## src/rtl/bank_timing_pkg.sv

```systemverilog
// Shared types for the per-bank DRAM timing controller: bank state codes, command bit map,
// error codes and small elaboration helpers.
package bank_timing_pkg;

   typedef enum logic [4:0] {
      StIdle        = 5'h00,
      StActivating  = 5'h01,
      StActive      = 5'h03,
      StPrecharging = 5'h0a,
      StReading     = 5'h0b,
      StReadingAp   = 5'h0c,
      StRefreshing  = 5'h0d,
      StWriting     = 5'h12,
      StWritingAp   = 5'h13
   } bank_state_e;

   // Bit positions in the 19-bit command vector (ACT is the MSB).
   localparam int unsigned CmdWidth = 19;
   localparam int unsigned CmdAct  = 18, CmdBst = 17, CmdCfg = 16, CmdCkeh = 15, CmdCkel = 14;
   localparam int unsigned CmdDpd  = 13, CmdDpdx = 12, CmdMrr = 11, CmdMrw = 10, CmdPd = 9;
   localparam int unsigned CmdPdx  = 8, CmdPr = 7, CmdPra = 6, CmdRd = 5, CmdRda = 4;
   localparam int unsigned CmdRef  = 3, CmdSrf = 2, CmdWr = 1, CmdWra = 0;

   typedef enum logic [2:0] {
      ErrNone     = 3'd0,
      ErrMulti    = 3'd1,
      ErrActBusy  = 3'd2,
      ErrColState = 3'd3,
      ErrPrBusy   = 3'd4,
      ErrRefBusy  = 3'd5,
      ErrPraBusy  = 3'd6
   } err_code_e;

   function automatic int unsigned max_u(input int unsigned a, input int unsigned b);
      return (a > b) ? a : b;
   endfunction

   // States with a running timer that block PR and PRA.
   function automatic logic is_busy(input bank_state_e s);
      return s inside {StActivating, StReading, StReadingAp, StWriting, StWritingAp,
                       StRefreshing};
   endfunction

endpackage

```

## src/rtl/bank_timing_ctrl_bank_fsm.sv

```systemverilog
// One bank's state register and down-counter. Strobes arrive pre-qualified as legal by the
// controller; a timed state of duration D loads D-1 and leaves when the counter reads zero.
module bank_fsm
   import bank_timing_pkg::*;
#(
   parameter int unsigned CntW = 6,
   parameter int unsigned TRcd = 17,
   parameter int unsigned TRd  = 21,
   parameter int unsigned TWr  = 30,
   parameter int unsigned TRp  = 17,
   parameter int unsigned TRfc = 34
) (
   input  logic        clk_i,
   input  logic        reset_i,
   input  logic        act_i,
   input  logic        pr_i,
   input  logic        rd_i,
   input  logic        rda_i,
   input  logic        wr_i,
   input  logic        wra_i,
   input  logic        ref_all_i,
   input  logic        pra_all_i,
   output bank_state_e state_o,
   output logic        ready_o
);

   bank_state_e     state_q, state_d, exit_st;
   logic [CntW-1:0] cnt_q, cnt_d, exit_cnt;
   logic            timed;

   always_ff @(posedge clk_i) begin
      if (reset_i) begin
         state_q <= StIdle;
         cnt_q   <= '0;
      end else begin
         state_q <= state_d;
         cnt_q   <= cnt_d;
      end
   end

   always_comb begin
      timed    = 1'b1;
      exit_st  = StIdle;
      exit_cnt = '0;
      case (state_q)
         StActivating, StReading, StWriting: exit_st = StActive;
         StReadingAp, StWritingAp: begin
            exit_st  = StPrecharging;
            exit_cnt = CntW'(TRp - 1);
         end
         StPrecharging, StRefreshing: exit_st = StIdle;
         default: timed = 1'b0;
      endcase

      state_d = state_q;
      cnt_d   = cnt_q;
      // A legal command overrides a coinciding timer expiry.
      if (ref_all_i) begin
         state_d = StRefreshing;
         cnt_d   = CntW'(TRfc - 1);
      end else if (act_i) begin
         state_d = StActivating;
         cnt_d   = CntW'(TRcd - 1);
      end else if (rd_i) begin
         state_d = StReading;
         cnt_d   = CntW'(TRd - 1);
      end else if (rda_i) begin
         state_d = StReadingAp;
         cnt_d   = CntW'(TRd - 1);
      end else if (wr_i) begin
         state_d = StWriting;
         cnt_d   = CntW'(TWr - 1);
      end else if (wra_i) begin
         state_d = StWritingAp;
         cnt_d   = CntW'(TWr - 1);
      end else if ((pr_i || pra_all_i) && state_q == StActive) begin
         state_d = StPrecharging;
         cnt_d   = CntW'(TRp - 1);
      end else if (timed) begin
         if (cnt_q == '0) begin
            state_d = exit_st;
            cnt_d   = exit_cnt;
         end else begin
            cnt_d = cnt_q - CntW'(1);
         end
      end
   end

   always_comb begin
      state_o = state_q;
      ready_o = (state_q == StIdle) || (state_q == StActive);
   end

endmodule

```

## src/rtl/bank_timing_ctrl.sv

```systemverilog
// Per-bank DRAM timing controller: decodes the target bank, judges each command's legality
// against current bank states, drives per-bank strobes and reports rejected commands.
module bank_timing_ctrl
   import bank_timing_pkg::*;
#(
   parameter int unsigned BGWIDTH = 2,
   parameter int unsigned BAWIDTH = 2,
   parameter int unsigned BL      = 8,
   parameter int unsigned T_RCD   = 17,
   parameter int unsigned T_CL    = 17,
   parameter int unsigned T_CWL   = 12,
   parameter int unsigned T_WR    = 14,
   parameter int unsigned T_RP    = 17,
   parameter int unsigned T_RFC   = 34
) (
   input  logic                                             clk,
   input  logic                                             reset,
   input  logic [(BGWIDTH > 0 ? BGWIDTH : 1)-1:0]            bg,
   input  logic [BAWIDTH-1:0]                               ba,
   input  logic [18:0]                                      commands,
   output logic [(1 << BGWIDTH)-1:0][(1 << BAWIDTH)-1:0][4:0] BankFSM,
   output logic [(1 << (BGWIDTH + BAWIDTH))-1:0]             bank_ready,
   output logic                                             all_idle,
   output logic                                             cmd_err,
   output logic [2:0]                                       err_code
);

   localparam int unsigned NGroups   = 1 << BGWIDTH;
   localparam int unsigned NPerGroup = 1 << BAWIDTH;
   localparam int unsigned NBanks    = NGroups * NPerGroup;
   localparam int unsigned IdxW      = BGWIDTH + BAWIDTH;
   localparam int unsigned RdDur     = T_CL + BL / 2;
   localparam int unsigned WrDur     = T_CWL + BL / 2 + T_WR;
   localparam int unsigned MaxDur    = max_u(max_u(max_u(T_RCD, RdDur), max_u(WrDur, T_RP)),
                                             T_RFC);
   localparam int unsigned CntW      = $clog2(MaxDur + 1);

   bank_state_e       st [NBanks];
   logic [NBanks-1:0] ready_w, sel_oh;
   logic [NBanks-1:0] act_s, pr_s, rd_s, rda_s, wr_s, wra_s;
   logic [IdxW-1:0]   sel;
   logic [7:0]        main_cmds;
   logic              c_act, c_pr, c_pra, c_rd, c_rda, c_ref, c_wr, c_wra;
   logic              all_idle_c, any_busy, legal, cmd_err_q;
   bank_state_e       tgt;
   err_code_e         err_d, err_code_q;

   if (BGWIDTH > 0) begin : g_sel_bg
      assign sel = {bg, ba};
   end else begin : g_sel_nobg
      assign sel = ba;
   end

   assign c_act = commands[CmdAct];
   assign c_pr  = commands[CmdPr];
   assign c_pra = commands[CmdPra];
   assign c_rd  = commands[CmdRd];
   assign c_rda = commands[CmdRda];
   assign c_ref = commands[CmdRef];
   assign c_wr  = commands[CmdWr];
   assign c_wra = commands[CmdWra];
   assign main_cmds = {c_act, c_pr, c_pra, c_rd, c_rda, c_ref, c_wr, c_wra};

   always_comb begin
      all_idle_c = 1'b1;
      any_busy   = 1'b0;
      for (int i = 0; i < int'(NBanks); i++) begin
         if (st[i] != StIdle) all_idle_c = 1'b0;
         if (is_busy(st[i])) any_busy = 1'b1;
      end
   end

   // Legality is always judged on the registered (pre-expiry) state.
   always_comb begin
      tgt   = st[sel];
      err_d = ErrNone;
      if ($countones(main_cmds) > 1) begin
         err_d = ErrMulti;
      end else if (c_act && tgt != StIdle) begin
         err_d = ErrActBusy;
      end else if ((c_rd || c_rda || c_wr || c_wra) &&
                   !(tgt inside {StActive, StReading, StWriting})) begin
         err_d = ErrColState;
      end else if (c_pr && is_busy(tgt)) begin
         err_d = ErrPrBusy;
      end else if (c_ref && !all_idle_c) begin
         err_d = ErrRefBusy;
      end else if (c_pra && any_busy) begin
         err_d = ErrPraBusy;
      end
   end

   always_comb begin
      sel_oh      = '0;
      sel_oh[sel] = 1'b1;
   end

   assign legal = (err_d == ErrNone);
   assign act_s = sel_oh & {NBanks{legal & c_act}};
   assign pr_s  = sel_oh & {NBanks{legal & c_pr}};
   assign rd_s  = sel_oh & {NBanks{legal & c_rd}};
   assign rda_s = sel_oh & {NBanks{legal & c_rda}};
   assign wr_s  = sel_oh & {NBanks{legal & c_wr}};
   assign wra_s = sel_oh & {NBanks{legal & c_wra}};

   for (genvar i = 0; i < NBanks; i++) begin : g_bank
      bank_fsm #(
         .CntW (CntW),
         .TRcd (T_RCD),
         .TRd  (RdDur),
         .TWr  (WrDur),
         .TRp  (T_RP),
         .TRfc (T_RFC)
      ) u_bank (
         .clk_i     (clk),
         .reset_i   (reset),
         .act_i     (act_s[i]),
         .pr_i      (pr_s[i]),
         .rd_i      (rd_s[i]),
         .rda_i     (rda_s[i]),
         .wr_i      (wr_s[i]),
         .wra_i     (wra_s[i]),
         .ref_all_i (legal & c_ref),
         .pra_all_i (legal & c_pra),
         .state_o   (st[i]),
         .ready_o   (ready_w[i])
      );
   end

   for (genvar g = 0; g < NGroups; g++) begin : g_grp
      for (genvar b = 0; b < NPerGroup; b++) begin : g_ba
         assign BankFSM[g][b] = st[g * NPerGroup + b];
      end
   end

   always_ff @(posedge clk) begin
      if (reset) begin
         cmd_err_q  <= 1'b0;
         err_code_q <= ErrNone;
      end else begin
         cmd_err_q <= !legal;
         if (!legal) err_code_q <= err_d;
      end
   end

   assign bank_ready = ready_w;
   assign all_idle   = all_idle_c;
   assign cmd_err    = cmd_err_q;
   assign err_code   = err_code_q;

endmodule

```

## config.mk

```make
export PLATFORM = sky130hd
export DESIGN_NAME = bank_timing_ctrl
export DESIGN_NICKNAME = d
export VERILOG_FILES = /design/src/rtl/bank_timing_pkg.sv /design/src/rtl/bank_timing_ctrl_bank_fsm.sv /design/src/rtl/bank_timing_ctrl.sv
export SDC_FILE = /design/constraint.sdc
export NUM_CORES = 1
export LEC_CHECK = 0
export BUFFER_PORTS_ARGS = -buffer_cell sky130_fd_sc_hd__buf_2
export CORE_UTILIZATION = 35
export CTS_CLUSTER_DIAMETER = 50
export CTS_CLUSTER_SIZE = 8
export DETAILED_ROUTE_END_ITERATION = 8
export PLACE_DENSITY = 0.58
export REMOVE_ABC_BUFFERS = 1
export SYNTH_ARGS = -nofsm -noshare
export SYNTH_HDL_FRONTEND = slang
export SYNTH_SLANG_ARGS = --single-unit
```

## constraint.sdc

```tcl
create_clock -name clk -period 5.95 [get_ports clk]
set_clock_uncertainty 0.2 [all_clocks]
set_input_delay 0.595 -clock clk [delete_from_list [all_inputs] [get_ports clk]]
set_output_delay 0.595 -clock clk [all_outputs]
set_load 0.01 [all_outputs]
```

### Word level (Yosys, flattened, before mapping)

Cells that the tools add are included.

* bits of input ports: 25
* register bits after elaboration: 180
* word-level logic and storage cells: 1071
* output and inout bits: 101

* add/sub/neg operators: 23
* mux-type cells: 379
* reductions and logical operators: 385
* equal/unequal tests: 135
* magnitude comparators: 4
* bitwise operators: 15

Operators by type and width (number)
* two-way mux 6 bit: 144
* two-way mux 5 bit: 98
* == test 5 x 4 -> 1 bit, second input constant: 67
* nonzero test 6 bit: 49
* two-way mux 4 bit: 64
* nonzero test 8 bit: 32
* == test 5 bit, second input constant: 34
* case mux 4 bit (2 select lines): 16
* nonzero test 4 bit: 32
* OR reduction 8 bit: 16
* nonzero test 7 bit: 16
* OR reduction 7 bit: 16
* bitwise AND 16 bit: 6
* zero test 6 bit: 16
* AND reduction 2 bit: 48
* OR reduction 3 bit: 32
* subtractor 6 x 1 -> 6 bit, second input constant: 16
* == test 5 x 1 -> 1 bit, second input constant: 17
* == test 5 x 2 -> 1 bit, second input constant: 17
* nonzero test 5 bit: 17
* zero test 5 bit: 16
* OR reduction 5 bit: 16
* two-way mux 1 bit: 49
* logical OR 1 bit: 35
* other kinds (17): 72

### Longest topological paths before layout

* depth in word-level cells: 37
* gate-level depth with buffers: 19
* mapped depth without buffers: 15

### By module

Synthesis repeated with hierarchy kept, for this count alone.

* cell total of the unflattened synthesis: 2268
* area, all modules: 17256.6 um^2

Modules (own cells, without submodules)
* bank_fsm: sequential area each 220.2 um^2, area an instance 878.3 um^2, cells an instance 111, times used 16
* bank_timing_ctrl: sequential area each 80.1 um^2, area an instance 3203.1 um^2, cells an instance 492, times used 1

### Least setup slack after synthesis

Ideal clock, no wire load.

* path type: input port to flip-flop
* from: in commands[7]
* to: reg g_bank[11].u_bank.state_q[3]
* data required time: 5.618 ns
* stages on the path: 18
* data arrival time: 4.659 ns
* buffers on the path: 4
* library setup time: 0.132 ns
* path slack: 0.958 ns
* cells stage by stage: clkbuf_1 -> clkbuf_1 -> inv_1 -> fa_1 -> fa_1 -> inv_1 -> ha_1 -> fa_1 -> or2_2 -> a21oi_1 -> nand3_1 -> nor2_1 -> buf_4 -> buf_1 -> nand4_1 -> nand3_1 -> mux2i_1 -> a21oi_1

* longest elaborated chain between the ends: 17
* elaborated cells between the ends (all ways): 36
* those cells by class: add/sub (3); order compare (1); mux (11); bitwise (14); reduce/logical (7)

RTL lines
* start, declared: line bank_timing_ctrl.sv:20 `input logic [18:0] commands,`
* adder 1 x 1 -> 2 bit (not written as such) / logical AND 1 bit (equally long branches): line bank_timing_ctrl.sv:77, bank_timing_ctrl.sv:84
* adder 2 x 2 -> 3 bit (not written as such) / two-way mux 3 bit (equally long branches): line bank_timing_ctrl.sv:77, bank_timing_ctrl.sv:84
* adder 3 x 3 -> 4 bit (not written as such) / two-way mux 3 bit (equally long branches): line bank_timing_ctrl.sv:77, bank_timing_ctrl.sv:81
* > comparator 4 x 1 -> 1 bit / two-way mux 3 bit (equally long branches): line bank_timing_ctrl.sv:77, bank_timing_ctrl.sv:79
* two-way mux 3 bit: line bank_timing_ctrl.sv:77 `if ($countones(main_cmds) > 1) begin`
* zero test 3 bit: line bank_timing_ctrl.sv:98 `assign legal = (err_d == ErrNone);`
* bitwise AND 1 bit: line bank_timing_ctrl.sv:100 `assign pr_s = sel_oh & {NBanks{legal & c_pr}};`
* bitwise AND 16 bit: line bank_timing_ctrl.sv:100
* logical OR 1 bit: line bank_timing_ctrl_bank_fsm.sv:76 `end else if ((pr_i || pra_all_i) && state_q == StActive) begin`
* logical AND 1 bit: line bank_timing_ctrl_bank_fsm.sv:76
* two-way mux 5 bit: line bank_timing_ctrl_bank_fsm.sv:76
* two-way mux 5 bit: line bank_timing_ctrl_bank_fsm.sv:73 `end else if (wra_i) begin`
* two-way mux 5 bit: line bank_timing_ctrl_bank_fsm.sv:70 `end else if (wr_i) begin`
* two-way mux 4 bit: line bank_timing_ctrl_bank_fsm.sv:67 `end else if (rda_i) begin`
* two-way mux 4 bit: line bank_timing_ctrl_bank_fsm.sv:64 `end else if (rd_i) begin`
* two-way mux 4 bit: line bank_timing_ctrl_bank_fsm.sv:61 `end else if (act_i) begin`
* two-way mux 4 bit: line bank_timing_ctrl_bank_fsm.sv:58 `if (ref_all_i) begin`
* end signal, assigned: line bank_timing_ctrl_bank_fsm.sv:33 `state_q <= StIdle;`
* end signal, assigned: line bank_timing_ctrl_bank_fsm.sv:36 `state_q <= state_d;`
* end, declared: line bank_timing_ctrl_bank_fsm.sv:27 `bank_state_e state_q, state_d, exit_st;`

Parallel ways exist; a longest one is shown, timed or not.
A chain may end at the register's enable or synchronous reset.

### Worst setup path after layout

* from: in commands[0]
* to: reg g_bank[6].u_bank.cnt_q[2]

* longest elaborated chain between the ends: 15
* elaborated cells between the ends (all ways): 33
* those cells by class: add/sub (3); order compare (1); mux (8); bitwise (14); reduce/logical (7)

RTL lines
* adder 1 x 1 -> 2 bit (not written as such) / logical OR 1 bit (equally long branches): line bank_timing_ctrl.sv:77, bank_timing_ctrl.sv:81
* adder 2 x 2 -> 3 bit (not written as such) / logical AND 1 bit (equally long branches): line bank_timing_ctrl.sv:77, bank_timing_ctrl.sv:81
* adder 3 x 3 -> 4 bit (not written as such) / two-way mux 3 bit (equally long branches): line bank_timing_ctrl.sv:77, bank_timing_ctrl.sv:81
* > comparator 4 x 1 -> 1 bit / two-way mux 3 bit (equally long branches): line bank_timing_ctrl.sv:77, bank_timing_ctrl.sv:79
* two-way mux 3 bit: line bank_timing_ctrl.sv:77
* zero test 3 bit: line bank_timing_ctrl.sv:98
* bitwise AND 1 bit: line bank_timing_ctrl.sv:100
* bitwise AND 16 bit: line bank_timing_ctrl.sv:100
* logical OR 1 bit: line bank_timing_ctrl_bank_fsm.sv:76
* logical AND 1 bit: line bank_timing_ctrl_bank_fsm.sv:76
* two-way mux 6 bit: line bank_timing_ctrl_bank_fsm.sv:76
* two-way mux 6 bit: line bank_timing_ctrl_bank_fsm.sv:73
* two-way mux 6 bit: line bank_timing_ctrl_bank_fsm.sv:70
* two-way mux 6 bit: line bank_timing_ctrl_bank_fsm.sv:67
* two-way mux 6 bit: line bank_timing_ctrl_bank_fsm.sv:64
* end signal, assigned: line bank_timing_ctrl_bank_fsm.sv:37 `cnt_q <= cnt_d;`
* end, declared: line bank_timing_ctrl_bank_fsm.sv:28 `logic [CntW-1:0] cnt_q, cnt_d, exit_cnt;`

Parallel ways exist; a longest one is shown, timed or not.

==> summary.md <==
| Metric | Value |
|---|---|
| Worst R2R End | `g_bank[6].u_bank.cnt_q[2]` |
| Pin count of the biggest net entering global routing | `49` |
| Final Util | `0.395` |
| Die width | `206 um` |
| DRC Markers | `0` |
| Die ar. | `0.0424 sq mm` |
| Setup CP Type | `in2reg` |
| RSZ-0062 raised after global routing | `false` |
| Reg clk slew, reported paths | `70 ps` |
| RePlAce Congestion | `1.01` |
| Die Span Y | `206 um` |
| Average cell area after synthesis | `7.13 sq um` |
| Worst hold slack | `286 ps` |
| Mapped Cells | `2042` |
| Fillcell total | `4360` |
| Worst-margin pin slew | `1160 ps` |
| Final ANT Viol Nets | `0` |
| Vias/cell | `6.38` |
| Fin area | `0.0162 sq mm` |
| Max transition margin | `0.216` |
| Hold Path Class | `reg2reg` |
| Setup slack, reg-to-reg | `1040 ps` |
| Yosys top cell area share | `0.248` |
| Port bufs | `114` |
| Layout Nets | `2125` |
| Fmax | `191 MHz` |
| Synth cell count leaders | `a21oi_1, nor2_1, nand2_1, dfxtp_1, o21ai_0` |
| Core Area | `0.0409 sq mm` |
| Total power | `3.68 mW` |
| CTS Buffer Depth | `2` |
| Initial antenna violation count | `2` |
| FF-to-FF path depth | `11` |
| Vias | `16700` |
| Distinct cells, synth | `92` |
| Critical Path RT | `6120 ps` |
| Most frequent cell after synthesis | `a21oi_1` |
| CP endpoint | `g_bank[6].u_bank.cnt_q[2]` |
| FP Rows | `74` |
| Total grt overflow | `0` |
| Root Buffer | `clkbuf_16` |
| Clock Sink Count | `180` |
| Worst vdd ir | `0.149 mV` |
| PwrDens | `228 mW/mm^2` |
| Final worst path period need | `5230 ps` |
| Yosys warnings | `0` |
| Cells after DPL | `2579` |
| First-pass GRT wire length | `93400 um` |
| DR iter-0 viols | `2070` |
| Post_cts resized | `0` |
| Post-CTS Hold Buffers | `0` |
| Hold Vio Cnt, Final | `0` |
| Outcome | `finished clean` |
| Synth Register Bits | `180` |
| Post-Route WL | `62200 um` |
| CP Launch Point | `commands[0]` |
| CTS Buf Count | `17` |
| GRT Total Usage | `0.292` |
| Non-Filler Instances | `2610` |
| Critical Path End Type | `register` |
| Ys async rst share | `0` |
| Synth Cell Area | `0.0146 sq mm` |
| Ys flop type | `dfxtp_1` |
| Share of layout cells above drive strength 1 | `0.137` |
| Synth area leader | `dfxtp_1` |
| Crit Path Max Fanout | `29` |
| Final Max Slew Viols | `0` |
| Footprint of the multi-input gates | `0.00993 sq mm` |
| Worst Path Arrival | `5400 ps` |
| Top cells by area, synth | `dfxtp_1, a21oi_1, nor2_1` |
| Initial Util | `0.356` |
| Diode count | `0` |
| Final setup vio count | `0` |
| Synthesis-to-finish area growth | `11.0%` |
| Max-cap violations | `0` |
| Number of synthesized flops with an enable pin | `0` |
| Post-CTS Setup Bufs | `0` |
| Storage cell area | `0.00360 sq mm` |
| Final worst-path cycle share | `0.878` |
| CTS tree | `yes` |
| H-tree Lvls | `4` |
| Worst skew pair latency | `460 ps` |
| Pre-antenna DRT Iters | `5` |
| Vias in the first global route | `15000` |
| Startpoint types | `primary input` |
| Routed WL per cell | `23.8 um` |
| Lkg Pwr | `6.00 nW` |
| HPWL Detailed | `45200 um` |
| Num ports | `126` |
| Dpl cell area | `0.0155 sq mm` |
| Register area share after synthesis | `0.248` |
| Reg-to-reg startpoint | `g_bank[12].u_bank.state_o[4]` |
[power by group]
| group | switching, mW | internal (mW) | total (mW) |
|---|---|---|---|
| sequential | 0.113 | 1.25 | 1.36 |
| clock | 0.530 | 0.779 | 1.31 |
| combinational | 0.686 | 0.326 | 1.01 |
| total | 1.33 | 2.35 | 3.68 |
[cell usage in the layout (no fill, tap or decap), types with 14 or more instances in the layout]
master,netlist,final
dfxtp_1,180,180
buf_4,21,56
nand3_1,58,58
nor2b_1,29,29
or2_2,29,29
clkbuf_16,0,17
nor2_1,196,194
inv_1,74,74
o22ai_1,31,31
a21oi_1,236,236
or3_1,46,46
nand2_1,187,187
nor3b_1,14,14
nor4_1,17,17
and3_1,14,14
xor2_1,23,23
a22oi_1,24,24
nand2b_1,22,22
mux4_2,20,20
nand3b_1,25,25
ha_1,30,30
buf_2,20,113
a21o_1,16,16
a221oi_1,19,19
o21ai_0,143,143
a31oi_1,76,75
nor3_1,85,85
a211oi_1,29,29
[registers in the layout (all words and copies together), names as in the netlist]
register	flops
cmd_err	1
g_bank.u_bank.state_o	80
g_bank.u_bank.cnt_q	96
err_code	3
[critical path: stages]
cell	delay [ps]
buf_2	150
fa_1	550
inv_1	50
fa_1	450
fa_1	490
inv_1	50
ha_1	190
fa_1	380
or2_2	300
a21oi_1	270
nand3_1	190
nor2_4	220
nand2_4	320
nor2_2	630
buf_4	290
nand2_1	60
a21oi_1	190
[cell type report]
class | instances | area share
repair buffers | 171 | 0.0635
multi-input cells | 1622 | 0.615
flip-flops and latches | 180 | 0.223
well taps | 532 | 0.0412
clock buffers | 23 | 0.0296
clock inverters | 8 | 0.0107
inverters | 74 | 0.0172
[layer usage]
metal	track usage	share of wire	vias to the layer above
li1	-	-	7600
met4	0.147	0.051	4
met5	0	0.00048	-
met1	0.395	0.42	7980
met2	0.434	0.43	906
met3	0.0620	0.099	168
[cells by family after synthesis]
logic type,synth area share
XOR/XNOR,0.0168
multiplexers,0.0359
flip-flops,0.248
adder cells (fa/ha/maj),0.0313
AO/OA/AOI/OAI,0.304
buffers and inverters,0.0722
AND/OR/NAND/NOR,0.292
[through the flow]
stage               TNS, ps  setup slack [ps]
floorplan            -90170              -956
global placement          0               484
detailed placement        0               439
CTS                       0               912
global route              0               555
finish                    0               723
[worst min path at each step]
stage	from	end	slack (ps)	cells past startpoint
floorplan	g_bank[8].u_bank.cnt_q[0]	g_bank[8].u_bank.cnt_q[0]	250	2
global placement	g_bank[8].u_bank.cnt_q[0]	g_bank[8].u_bank.cnt_q[0]	270	2
detailed placement	g_bank[8].u_bank.cnt_q[0]	g_bank[8].u_bank.cnt_q[0]	270	2
CTS	g_bank[8].u_bank.cnt_q[0]	g_bank[8].u_bank.cnt_q[0]	290	2
global route	g_bank[7].u_bank.cnt_q[2]	g_bank[7].u_bank.cnt_q[2]	310	2
finish	g_bank[8].u_bank.cnt_q[0]	g_bank[8].u_bank.cnt_q[0]	290	2
Note: power is estimated with default switching activity, not from simulation.
